===== src/rtl/irq_sequencer.sv =====
// Interrupt request sequencer: synchronises NMI/IRQ pins, latches NMI edges, runs the
// power-on hold sequence and presents one prioritised request to the CPU control FSM.
module irq_sequencer #(
  parameter int unsigned SYNC_STAGES     = 2,
  parameter int unsigned RST_HOLD_CYCLES = 7,
  parameter logic [15:0] NMI_VEC         = 16'hFFFA,
  parameter logic [15:0] RST_VEC         = 16'hFFFC,
  parameter logic [15:0] IRQ_VEC         = 16'hFFFE
) (
  input  logic        clk,
  input  logic        reset,
  input  logic        nmi_n,
  input  logic        irq_n,
  input  logic        p_i,
  input  logic        brk_req,
  input  logic        boundary,
  input  logic        int_ack,
  input  logic        int_done,
  output logic        cpu_hold,
  output logic        int_pending,
  output logic [1:0]  int_src,
  output logic        rst_req,
  output logic [15:0] vec_addr,
  output logic        b_flag,
  output logic        in_service
);

  localparam int unsigned CntW = (RST_HOLD_CYCLES > 1) ? $clog2(RST_HOLD_CYCLES) : 1;
  localparam logic [CntW-1:0] CntLast = CntW'(RST_HOLD_CYCLES - 1);

  localparam logic [1:0] SrcNone = 2'd0;
  localparam logic [1:0] SrcIrq  = 2'd1;
  localparam logic [1:0] SrcBrk  = 2'd2;
  localparam logic [1:0] SrcNmi  = 2'd3;

  typedef enum logic [2:0] {
    StHold,
    StRstReq,
    StIdle,
    StReq,
    StSvc
  } state_e;

  state_e state_q, state_d;

  logic [CntW-1:0]        cnt_q, cnt_d;
  logic [SYNC_STAGES-1:0] nmi_sync_q;
  logic [SYNC_STAGES-1:0] irq_sync_q;
  logic                   nmi_prev_q;
  logic                   nmi_latch_q, nmi_latch_d;
  logic [1:0]             src_q, src_d;
  logic                   rst_req_q, rst_req_d;
  logic [15:0]            vec_q, vec_d;
  logic                   b_flag_q, b_flag_d;

  logic nmi_s;
  logic irq_s;
  logic nmi_fall;
  logic nmi_clr;

  assign nmi_s    = nmi_sync_q[SYNC_STAGES-1];
  assign irq_s    = irq_sync_q[SYNC_STAGES-1];
  assign nmi_fall = nmi_prev_q & ~nmi_s;

  // Pin synchronisers idle high so a reset never fabricates an NMI edge.
  always_ff @(posedge clk or posedge reset) begin
    if (reset) begin
      nmi_sync_q <= '1;
      irq_sync_q <= '1;
      nmi_prev_q <= 1'b1;
    end else begin
      nmi_sync_q <= {nmi_sync_q[SYNC_STAGES-2:0], nmi_n};
      irq_sync_q <= {irq_sync_q[SYNC_STAGES-2:0], irq_n};
      nmi_prev_q <= nmi_s;
    end
  end

  // Set beats clear so an edge arriving on the acceptance cycle is kept.
  always_comb begin
    nmi_latch_d = nmi_latch_q;
    if (nmi_clr) begin
      nmi_latch_d = 1'b0;
    end
    if (nmi_fall) begin
      nmi_latch_d = 1'b1;
    end
    if (state_q == StHold) begin
      nmi_latch_d = 1'b0;
    end
  end

  always_comb begin
    state_d   = state_q;
    cnt_d     = cnt_q;
    src_d     = src_q;
    rst_req_d = rst_req_q;
    vec_d     = vec_q;
    b_flag_d  = b_flag_q;
    nmi_clr   = 1'b0;

    case (state_q)
      StHold: begin
        cnt_d = cnt_q + CntW'(1);
        if (cnt_q == CntLast) begin
          state_d   = StRstReq;
          cnt_d     = '0;
          src_d     = SrcNmi;
          rst_req_d = 1'b1;
          vec_d     = RST_VEC;
          b_flag_d  = 1'b0;
        end
      end

      StRstReq: begin
        if (int_ack) begin
          state_d = StSvc;
        end
      end

      StIdle: begin
        if (boundary) begin
          if (nmi_latch_q) begin
            state_d  = StReq;
            src_d    = SrcNmi;
            vec_d    = NMI_VEC;
            b_flag_d = 1'b0;
          end else if (brk_req) begin
            state_d  = StReq;
            src_d    = SrcBrk;
            vec_d    = IRQ_VEC;
            b_flag_d = 1'b1;
          end else if (!irq_s && !p_i) begin
            state_d  = StReq;
            src_d    = SrcIrq;
            vec_d    = IRQ_VEC;
            b_flag_d = 1'b0;
          end
        end
      end

      StReq: begin
        if (int_ack) begin
          state_d = StSvc;
          nmi_clr = (src_q == SrcNmi) && !rst_req_q;
        end
      end

      StSvc: begin
        // A coincident ack takes precedence, so done only counts on its own.
        if (int_done && !int_ack) begin
          state_d   = StIdle;
          src_d     = SrcNone;
          rst_req_d = 1'b0;
          b_flag_d  = 1'b0;
        end
      end

      default: begin
        state_d = StHold;
        cnt_d   = '0;
      end
    endcase
  end

  always_ff @(posedge clk or posedge reset) begin
    if (reset) begin
      state_q     <= StHold;
      cnt_q       <= '0;
      nmi_latch_q <= 1'b0;
      src_q       <= SrcNone;
      rst_req_q   <= 1'b1;
      vec_q       <= RST_VEC;
      b_flag_q    <= 1'b0;
    end else begin
      state_q     <= state_d;
      cnt_q       <= cnt_d;
      nmi_latch_q <= nmi_latch_d;
      src_q       <= src_d;
      rst_req_q   <= rst_req_d;
      vec_q       <= vec_d;
      b_flag_q    <= b_flag_d;
    end
  end

  assign cpu_hold    = (state_q == StHold);
  assign int_pending = (state_q == StReq) || (state_q == StRstReq);
  assign in_service  = (state_q == StSvc);
  assign int_src     = src_q;
  assign rst_req     = rst_req_q;
  assign vec_addr    = vec_q;
  assign b_flag      = b_flag_q;

endmodule


===== config.mk =====
export PLATFORM = sky130hd
export DESIGN_NAME = irq_sequencer
export DESIGN_NICKNAME = d
export VERILOG_FILES = /design/src/rtl/irq_sequencer.sv
export SDC_FILE = /design/constraint.sdc
export NUM_CORES = 1
export LEC_CHECK = 0
export CAP_MARGIN = 10
export CORE_MARGIN = 3
export CORE_UTILIZATION = 35
export DETAILED_ROUTE_END_ITERATION = 16
export GPL_TIMING_DRIVEN = 0
export PLACE_DENSITY = 0.66
export SYNTH_ARGS = -nofsm -noshare
export SYNTH_HDL_FRONTEND = slang
export SYNTH_SLANG_ARGS = --single-unit

===== constraint.sdc =====
create_clock -name clk -period 1.3 [get_ports clk]
set_input_delay 0.26 -clock clk [delete_from_list [all_inputs] [get_ports clk]]
set_output_delay 0.26 -clock clk [all_outputs]
set_load 0.1 [all_outputs]

==> results of run 1 <==
[area by class of cell]
class | instances | share of cell area [%]
buffer | 15 | 7.65
timing repair buffer | 31 | 22.5
inverter | 4 | 0.987
clock buffer | 4 | 1.73
tap | 30 | 2.47
multi-input combinational | 74 | 34.1
sequential | 18 | 30.5
[metrics by stage]
step	hold slack, ns	std cells	cell area, um2	util (%)
final	0.362	176	1520	59.3
after global routing	0.353	176	1520	59.3
after global placement	0.345	160	1270	49.4
after CTS	0.358	171	1420	55.5
after detailed placement	0.348	160	1270	49.4
after floorplan	0.193	113	1060	-
[layer usage]
layer	up-vias	global-route usage, %	wire length, um
met1	372	16.0	910
met5	-	0	0
met3	4	2.18	137
li1	407	-	-
met4	0	6.15	17
met2	32	20.3	1010
[registers in the layout (all words and copies together) (netlist names)]
| register | cells |
|---|---|
| vec_addr | 2 |
| nmi_latch_q | 1 |
| cnt_q | 3 |
| irq_sync_q | 2 |
| b_flag | 1 |
| state_q | 3 |
| rst_req | 1 |
| nmi_prev_q | 1 |
| int_src | 2 |
| nmi_sync_q | 2 |
[final timing paths]
kind / cells after the start / slack, ns / end / startpoint
max: 3 / -0.28 / cpu_hold / state_q[1]
min: 2 / 0.36 / int_src[0] / reset
min in group clk: 0 / 0.36 / irq_sync_q[1] / irq_sync_q[0]
min reg2reg: 0 / 0.36 / irq_sync_q[1] / irq_sync_q[0]
max reg2reg: 5 / -0.07 / int_src[0] / state_q[1]
max in group asynchronous: 2 / 0.47 / state_q[2] / reset
[cell usage in the layout (no fill, tap or decap), types with 2 or more instances in the layout]
master	count
a21oi_1	11
buf_12	6
buf_4	28
buf_6	3
clkbuf_4	3
clkdlybuf4s50_1	8
conb_1	14
dfrtp_1	7
dfrtp_2	4
dfstp_2	7
inv_1	4
mux2i_1	3
nand2b_1	4
nand2b_4	2
nand3b_1	2
nor2_1	5
nor2_4	4
nor3b_1	2
o21ai_0	4
o21ai_2	2
[what timing repair did]
item	CTS	global route
buffers inserted	7	7
pin swaps	3	6
resized for setup	79	13
setup endpoints to repair	12	15
[cells by family after synthesis]
family          Yosys count
mux                       3
buf+inv                  21
xor+xnor                  1
other cells               2
flops                    18
compound gates           26
simple gates             30
==> results.toml, run 1 <==
[yosys]
syn_area_um2 = 983
synth-adder-area-share_pct = 0
yosys.cell_types.count = 34
synth_warnings = 0
synthSimpleGateAreaFrac_pct = 19.1
synth_xor_area_share_pct = 0.891
yosysTopAreaCell = "dfrtp_1"
synth_top_area_share_pct = 28.0
syn_inst = 101
ys_seq_area_share_pct = 46.7
async_flop_share_pct = 100
synth_edf_count = 0
synth.area.top_cells = "dfrtp_1, dfstp_2, buf_4"
yosys-top-cells-count = "buf_4, a21oi_1, dfrtp_1"
yosysMostFrequentCell = "buf_4"
muxShareOfSynthArea_pct = 3.05
synth_compound_area_share_pct = 15.8
avgSynthCellArea_um2 = 9.74
synth_seq_cells = 18
synth_top_family_by_area = "simple AND/OR/NAND/NOR gates"
synth-main-ff-cell = "dfrtp_1"

[drt]
vias = 815
viasPerCell = 4.63
first_pass_iters = 4
drtAntennaViolNets = 0
drt_drc_violations_left = 0
drt_iter0_markers = 17
wire_per_inst_um = 11.8
drt-total-wl_um = 2070

[flow_run]
max_cap_violations = 0

[final_layout]
area_growth_pct = 54.7
drive_above_1_share_pct = 45.9
seq_area_um2 = 464
nFillCells = 230
antennaDiodeCount = 0
nets = 156
multiInputGateArea_um2 = 519

[floorplan]
core-area_um2 = 2570
die-area_um2 = 3480
ioPinCount = 32
initial_core_util_pct = 38.3
rows = 18
die_h_um = 59.0
chipWidth_um = 59.0

[sta]
fin_tns_setup_ns = -0.802
setup_slack_ns = -0.282
fmax_ghz = 0.632
slew_violations = 0
hold_viol_final = 0
skew_ns = 0.00410
rsz0062_at_grt = "true"
setup_violations = 5
worst_pin_slew_ns = 0.675
timing.final.crit_period_ns = 1.58
finalCritPeriodShare_pct = 122
slew_headroom_pct = 55.0

[clock_network]
clock-sinks = 18
clock_latency_ns = 0.29
clkTransAtPathRegs_ns = 0.10
cts_tree = "yes"
cts_root_buffer = "clkbuf_4"
cts_buffers = 3
htreeDepth = 1
cts.path.max_buffers = 2
postCtsHoldBufs = 0

[placement]
io_buffers = 17
dp_slack_ns = -1.10
gp_congestion = 0.707
hpwlAfterDp_um = 1390

[global_route]
grt_pass1_wl_um = 3410
grt_start_max_net_pins = 19
grt_antenna_before_repair = 0
grt_usage_pct = 12.5
grt_remaining_overflow = 0
grt_pass1_vias = 807

[worst_setup_path]
cp_max_fo = 4
arrival_ns = 1.32
critPathLaunchType = "flop"
required_ns = 1.04
cp-end-kind = "output pin"
cp_slowest_cell = "dfrtp_2"
critical_path_class = "flop to output pin"
cp_top_family = "flip-flops"
path_cells = "or2_4 > nor2_4 > buf_12"
critPathBufInv = 1
slowest_delay_ns = 0.45

[outcome]
status = "finished with violations"
violations = "setup timing"

[hold_path]
min_path_type = "input pin to asynchronous set/reset pin"
Power of run 1 is not shown: default switching activity piles up to over one toggle a cycle in this logic, so the estimate is an artifact.
==> run 2: changes to the inputs <==
--- a/config.mk
+++ b/config.mk
@@ -10,7 +10,7 @@
 export CORE_UTILIZATION = 35
 export DETAILED_ROUTE_END_ITERATION = 16
 export GPL_TIMING_DRIVEN = 0
-export PLACE_DENSITY = 0.66
+export MAX_ROUTING_LAYER = met4
 export SYNTH_ARGS = -nofsm -noshare
 export SYNTH_HDL_FRONTEND = slang
 export SYNTH_SLANG_ARGS = --single-unit
==> constraint.sdc (replaced) <==
create_clock -name clk -period 2 [get_ports clk]
set_input_delay 0.4 -clock clk [delete_from_list [all_inputs] [get_ports clk]]
set_output_delay 0.4 -clock clk [all_outputs]
set_load 0.1 [all_outputs]
==> results.toml, run 2 (synthesis gave the netlist of run 1 again) <==
[worst_setup_path]
path_cells = "dlygate4sd2_1"
critPathLaunchType = "flop"
slowest_delay_ns = 0.86
critPathBufInv = 1
cp-end-kind = "output pin"
required_ns = 1.60
cp_max_fo = 3
cp_top_family = "buffers and inverters"
cp_slowest_cell = "dlygate4sd2_1"
critical_path_class = "flop to output pin"
arrival_ns = 1.54

[floorplan]
chipWidth_um = 59.0
die_h_um = 59.0
initial_core_util_pct = 38.3
ioPinCount = 32
rows = 18
core-area_um2 = 2570
die-area_um2 = 3480

[drt]
viasPerCell = 4.65
vias = 762
wire_per_inst_um = 11.8
drt-total-wl_um = 1940
drt_iter0_markers = 12
first_pass_iters = 4
drtAntennaViolNets = 0
drt_drc_violations_left = 0

[sta]
fin_tns_setup_ns = 0
rsz0062_at_grt = "false"
slew_violations = 0
worst_pin_slew_ns = 0.963
finalCritPeriodShare_pct = 97.1
slew_headroom_pct = 36.1
skew_ns = 0.00335
timing.final.crit_period_ns = 1.94
setup_violations = 0
hold_viol_final = 0
fmax_ghz = 0.515

[global_route]
grt_pass1_vias = 704
grt_remaining_overflow = 0
grt_antenna_before_repair = 0
grt_start_max_net_pins = 19
grt_usage_pct = 11.9
grt_pass1_wl_um = 3040

[final_layout]
nFillCells = 238
final_common_cell = "buf_4"
drive_above_1_share_pct = 29.9
final_cell_mix = "buf_4, conb_1, a21oi_1"
antennaDiodeCount = 0
reg_top3 = "cnt_q (3), state_q (3)"
area_growth_pct = 31.2
nets = 144

[placement]
hpwlAfterDp_um = 1440
gp_congestion = 0.770
io_buffers = 17

[hold_path]
min_path_type = "flop to flop"

[clock_network]
clock_latency_ns = 0.29
cts_tree = "yes"
htreeDepth = 1
postCtsHoldBufs = 0
cts.path.max_buffers = 2
clock-sinks = 18
clkTransAtPathRegs_ns = 0.10
cts_buffers = 3
cts_root_buffer = "clkbuf_4"
cts_setup_buffers = 0

[flow_run]
max_cap_violations = 0

[outcome]
status = "completed"
-- run 2: final cells by class --
| class | count | area (um2) | area share (%) |
|---|---|---|---|
| buffer | 17 | 120 | 9.31 |
| clock buffer | 4 | 36.3 | 2.81 |
| tap | 30 | 37.5 | 2.91 |
| sequential | 18 | 460 | 35.7 |
| inverter | 4 | 15.0 | 1.16 |
| multi-input combinational | 74 | 447 | 34.6 |
| timing repair buffer | 17 | 174 | 13.5 |
-- run 2: worst reg2reg max path: stages (launching register included) --
cell	delay, ns
dfrtp_1	0.43
nand3b_2	0.27
mux2i_1	0.16
a22o_1	0.25
mux2i_1	0.21
-- run 2: timing repair --
| item | CTS | global route |
|---|---|---|
| gates cloned | 0 | 0 |
| hold endpoints to repair | 0 | 0 |
| gates resized for setup | 31 | 4 |
| setup endpoints to repair | 9 | 3 |
-- run 2: path summary, 6_finish.rpt --
kind	slack, ns	cells past startpoint	from	to
setup / recovery	0.06	1	int_src[0]	int_src[0]
hold / removal	0.36	0	irq_sync_q[0]	irq_sync_q[1]
setup reg to reg	0.61	4	cnt_q[0]	int_src[1]
hold reg to reg	0.36	0	irq_sync_q[0]	irq_sync_q[1]
max in group asynchronous	1.05	2	reset	state_q[2]
min in group asynchronous	0.49	2	reset	int_src[1]
-- run 2: metal layers --
layer / part of all wire [%] / track usage (%) / up-vias / wire length [um]
met3: 6.3 / 1.53 / 7 / 122
met1: 47 / 15.4 / 338 / 914
li1: - / - / 386 / -
met2: 44 / 18.0 / 31 / 853
met5: 0 / - / - / 0
met4: 2.5 / 6.80 / 0 / 48
-- run 2: metrics by stage --
step	setup WS (ns)	hold slack [ns]	cells	utilization [%]	area (um2)
after floorplan	-0.0398	0.333	113	-	1030
after global placement	-0.558	0.346	160	48.3	1240
after detailed placement	-0.559	0.348	160	48.3	1240
after CTS	0.00112	0.367	164	49.9	1280
after global routing	0.00283	0.370	164	50.2	1290
final	0.0589	0.363	164	50.2	1290
Power of run 2 is left out for the same reason.
